===== src/rtl/fetch_sequencer.sv =====
// Fetch PC / group-size sequencer: owns the fetch PC, sizes each fetch group (0..FETCH_W)
// from ibuf/ROB credit, and handles redirect flush and halt. FETCH_ALIGN_EN keeps groups inside aligned blocks.
module fetch_sequencer #(
    parameter int FETCH_W = 4,
    parameter int PC_W    = 16,
    parameter int CNT_W   = 5
) (
    input  logic             clk,
    input  logic             rst,
    input  logic             is_jump,
    input  logic [PC_W-1:0]  jump_target,
    input  logic             halt_seen,
    input  logic [CNT_W-1:0] ibuf_free,
    input  logic [CNT_W-1:0] rob_free,
    input  logic             icache_ready,
    output logic             fetch_valid,
    output logic [PC_W-1:0]  fetch_pc,
    output logic [2:0]       num_fetch,
    output logic             flush,
    output logic [1:0]       seq_state
);
    localparam int AW = $clog2(FETCH_W);

    typedef enum logic [1:0] {
        IDLE     = 2'd0,
        RUN      = 2'd1,
        REDIRECT = 2'd2,
        HALT     = 2'd3
    } state_t;

    state_t            state_q, state_d;
    logic [PC_W-1:0]   pc_q, pc_d;
    logic [2:0]        num_q, num_d;
    logic              valid_q, valid_d;
    logic              flush_q, flush_d;

    logic              grant;
    logic [2:0]        g_num;
    logic [CNT_W-1:0]  g_cnt;
    logic [CNT_W-1:0]  ibuf_rem, rob_rem;
    logic [CNT_W-1:0]  n_w;
    logic [PC_W-1:0]   pc_adv;
`ifdef FETCH_ALIGN_EN
    logic [CNT_W-1:0]  room;
`endif

    assign grant    = valid_q & icache_ready;
    assign g_num    = grant ? num_q : 3'd0;
    assign g_cnt    = CNT_W'(g_num);
    assign pc_adv   = pc_q + PC_W'({g_num, 1'b0});
    assign ibuf_rem = (ibuf_free > g_cnt) ? ibuf_free - g_cnt : '0;
    assign rob_rem  = (rob_free > g_cnt) ? rob_free - g_cnt : '0;
`ifdef FETCH_ALIGN_EN
    assign room     = CNT_W'(FETCH_W) - CNT_W'(pc_adv[AW:1]);
`endif

    // Group size is always taken at the post-advance PC; in REDIRECT nothing is
    // valid, so pc_adv is simply the freshly loaded target.
    always_comb begin
        n_w = CNT_W'(FETCH_W);
        if (ibuf_rem < n_w) n_w = ibuf_rem;
        if (rob_rem < n_w)  n_w = rob_rem;
`ifdef FETCH_ALIGN_EN
        if (room < n_w)     n_w = room;
`endif
    end

    always_comb begin
        state_d = state_q;
        pc_d    = pc_q;
        num_d   = num_q;
        valid_d = valid_q;
        flush_d = 1'b0;
        if (state_q == IDLE) begin
            state_d = RUN;
        end else if (is_jump) begin
            // Redirect wins over any concurrent grant; that grant is dropped.
            state_d = REDIRECT;
            pc_d    = jump_target;
            valid_d = 1'b0;
            num_d   = 3'd0;
            flush_d = 1'b1;
        end else if (state_q == RUN && halt_seen) begin
            state_d = HALT;
            pc_d    = pc_adv;
            valid_d = 1'b0;
            num_d   = 3'd0;
        end else if (state_q != HALT) begin
            state_d = RUN;
            if (!valid_q || grant) begin
                pc_d    = pc_adv;
                num_d   = 3'(n_w);
                valid_d = (n_w != '0);
            end
        end
    end

    always_ff @(posedge clk or posedge rst) begin
        if (rst) begin
            state_q <= IDLE;
            pc_q    <= '0;
            num_q   <= '0;
            valid_q <= 1'b0;
            flush_q <= 1'b0;
        end else begin
            state_q <= state_d;
            pc_q    <= pc_d;
            num_q   <= num_d;
            valid_q <= valid_d;
            flush_q <= flush_d;
        end
    end

    assign fetch_valid = valid_q;
    assign fetch_pc    = pc_q;
    assign num_fetch   = num_q;
    assign flush       = flush_q;
    assign seq_state   = state_q;
endmodule


===== config.mk =====
export PLATFORM = sky130hd
export DESIGN_NAME = fetch_sequencer
export DESIGN_NICKNAME = d
export VERILOG_FILES = /design/src/rtl/fetch_sequencer.sv
export SDC_FILE = /design/constraint.sdc
export NUM_CORES = 1
export LEC_CHECK = 0
export BUFFER_PORTS_ARGS = -buffer_cell sky130_fd_sc_hd__buf_2
export CAP_MARGIN = 15
export CELL_PAD_IN_SITES_DETAIL_PLACEMENT = 0
export CELL_PAD_IN_SITES_GLOBAL_PLACEMENT = 1
export CORE_ASPECT_RATIO = 1.1
export CORE_MARGIN = 10
export CORE_UTILIZATION = 41
export DETAILED_ROUTE_END_ITERATION = 16
export MAX_ROUTING_LAYER = met4
export PLACE_DENSITY_LB_ADDON = 0.1
export SLEW_MARGIN = 20
export SYNTH_ARGS = -nofsm -noshare
export SYNTH_HDL_FRONTEND = slang
export SYNTH_SLANG_ARGS = --single-unit

===== constraint.sdc =====
create_clock -name clk -period 7 [get_ports clk]
set_input_delay 1.4 -clock clk [delete_from_list [all_inputs] [get_ports clk]]
set_output_delay 1.4 -clock clk [all_outputs]
set_load 0.01 [all_outputs]

==> reports/qor.yml <==
place:
  dp_hpwl_um: 4300
  globalplace.congestion: 0.819
  dpl_cell_area_mm2: 0.00223
  io_buffers: 53
clock_tree:
  clock_path_buffers: 2
  cts_root_buf: "clkbuf_8"
  hold_buffers: 0
  htreeDepth: 1
  ctsResizeCount: 0
  cts_tree: "yes"
  clkTransAtPathRegs_ns: 0.08
  cts_num_sinks: 23
  postCtsSetupBuffers: 0
  numCtsBuffers: 3
  clock_latency_ns: 0.26
power:
  combPwrFrac: 0.385
  power_frac_seq: 0.425
  p_clk_frac: 0.190
  p_sw_uw: 176
  switching_share: 0.390
  leakagePower_uw: 0.00104
  p_int_uw: 274
  power_density_mw_per_mm2: 197
  ir_worst_vdd_v: 0.0000744
run:
  max_cap_viol_count: 0
yosys:
  synth_area_mm2: 0.00193
  ys_types: 58
  synth_top_cell_by_area: "dfrtp_1"
  synth-seq-cells: 23
  ys_warn_count: 0
  synth.top_cell.area_share: 0.299
  synth_top_cells_by_area: "dfrtp_1 30%, ha_1 7.8%, a21oi_1 6.0%, o21ai_0 3.9%, inv_1 3.3%"
  ys_seq_area_frac: 0.299
  ys.flop_type: "dfrtp_1"
  avgSynthCellArea_um2: 8.28
  synth_common_cells: "23 x a21oi_1, 23 x dfrtp_1, 17 x inv_1, 17 x nor2_1, 16 x nand2_1"
  synth_nets: 279
  async_flop_share: 1.00
  syn_inst: 233
  synth_enable_flop_cells: 0
layout:
  areaGrowthSynthToFinish_pct: 18.2
  multi_input_area_mm2: 0.00125
  drive_above_1_share: 0.226
  filler_cell_count: 463
  nNetsFinal: 330
  regArea_um2: 576
  antenna_cells: 0
  fin_area_mm2: 0.00228
sta:
  setup_viol: 0
  slew_headroom: 0.369
  period_share: 0.605
  period_minus_slack_ns: 4.23
  rsz0062_at_grt: "no"
  clock_skew_ns: 0.00295
  worst_slew_pin_slew_ns: 0.945
  maxSlewViolCount: 0
  finalHoldViolCount: 0
  fin_setup_tns_ns: 0
  fmax_mhz: 236
grt:
  grt_pass1_wl_um: 9290
  grtUsageTotal: 0.140
  gr-total-overflow: 0
  antenna_found_initial: 0
  grt_max_degree: 31
  grt_pass1_vias: 1919
detailed_routing:
  via_per_inst: 5.67
  drc: 0
  dr_total_vias: 1923
  wl_per_cell_um: 16.3
  drtAntennaViolNets: 0
  firstDrtPassIters: 4
  drt-initial-drc-count: 90
  drt-total-wl_um: 5510
worst_setup_path:
  path_cells: "buf_2 > and3_1 > ha_1 > fa_1 > nor3b_1 > a31oi_1 > a211oi_1 > inv_1 > ha_1 > a21o_1 > a21oi_2 > and3_1 > and2_1 > nor3_1 > a221o_1"
  cp_max_fo: 6
  worst-setup-path-type: "primary input to flop"
  worstPathRequired_ns: 7.15
  cp_slowest_cell: "fa_1"
  critPathBufInv: 2
  max_stage_delay_ns: 0.38
  arrival_ns: 4.39
  start_kind: "primary input"
  crit_path_end_kind: "flop"
  cp_top_family: "compound AO/OA/AOI/OAI gates"
floorplanning:
  rows: 26
  die_y_um: 91.9
  die_area_mm2: 0.00785
  start_util: 0.420
  die_w_um: 85.4
  pin_count: 54
  coreArea_mm2: 0.00459
hold_path:
  hold_path.class: "flop to flop"
outcome:
  status: "finished, final reports clean"
[placed cells by master (no fill, tap or decap), types with 7 or more instances in the layout]
| master | n |
|---|---|
| a21oi_1 | 23 |
| buf_2 | 53 |
| dfrtp_1 | 23 |
| ha_1 | 12 |
| inv_1 | 17 |
| nand2_1 | 16 |
| nand3_1 | 12 |
| nor2_1 | 17 |
| nor3_1 | 7 |
| o21ai_0 | 15 |
[kinds of logic (layout without fill, tap and decap cells)]
family,Yosys count,after routing,synth area share
AOI/OAI and AO/OA,83,83,0.295
and+or+nand+nor,80,80,0.213
buffers and inverters,25,75,0.0526
DFF,23,23,0.299
adders and majority gates,15,15,0.109
xor gates and xnor gates,3,3,0.0136
muxes,3,3,0.0169
other,1,1,0.00194
[through the flow]
stage	instances	power [uW]	setup slack [ns]	hold slack, ns	utilization
after global routing	339	483	2.43	0.548	0.497
final	339	450	2.77	0.512	0.497
after global placement	335	367	2.55	0.486	0.487
after detailed placement	335	368	2.50	0.493	0.487
after CTS	339	455	2.78	0.514	0.497
after floorplan	233	300	2.92	0.539	-
[routing by layer]
layer	track usage	vias to the layer above	share of wire
met5	-	-	0
met4	0.0357	0	0.0093
met3	0.0230	4	0.045
met2	0.244	35	0.50
met1	0.163	911	0.44
li1	-	973	-
[final timing paths]
kind | startpoint | endpoint | slack [ns] | cells past startpoint
max in group asynchronous | rst | fetch_pc[10]$_DFFE_PP0P_ | 5.09 | 2
worst max register to register | fetch_valid$_DFFE_PP0P_ | num_fetch[2]$_DFFE_PP0P_ | 3.55 | 14
min in group asynchronous | rst | fetch_pc[12]$_DFFE_PP0P_ | 1.33 | 2
worst min register to register | fetch_pc[0]$_DFFE_PP0P_ | fetch_pc[0]$_DFFE_PP0P_ | 0.51 | 1
worst max-delay path | icache_ready | num_fetch[2]$_DFFE_PP0P_ | 2.77 | 15
worst min-delay path | fetch_pc[0]$_DFFE_PP0P_ | fetch_pc[0]$_DFFE_PP0P_ | 0.51 | 1
[area by class of cell]
type	instances	share of cell area
repair buffers	54	0.120
multi-input cells	185	0.549
well taps	56	0.0308
clock buffers	4	0.0198
inverters	17	0.0280
flip-flops and latches	23	0.253
[power groups by stage]
| stage | Combinational, uW | Sequential, uW | Clock [uW] |
|---|---|---|---|
| after global placement | 174 | 194 | 0 |
| after detailed placement | 175 | 194 | 0 |
| after global routing | 195 | 196 | 92.4 |
| final | 173 | 191 | 85.6 |
| after floorplan | 100 | 200 | 0 |
| after CTS | 175 | 191 | 89.2 |
[sequential cells by signal, summed over array words and instances, names as in the netlist]
register,cells
fetch_pc,16
num_fetch,3
seq_state,2
fetch_valid,1
flush,1
Note: power is estimated with default switching activity, not from simulation.
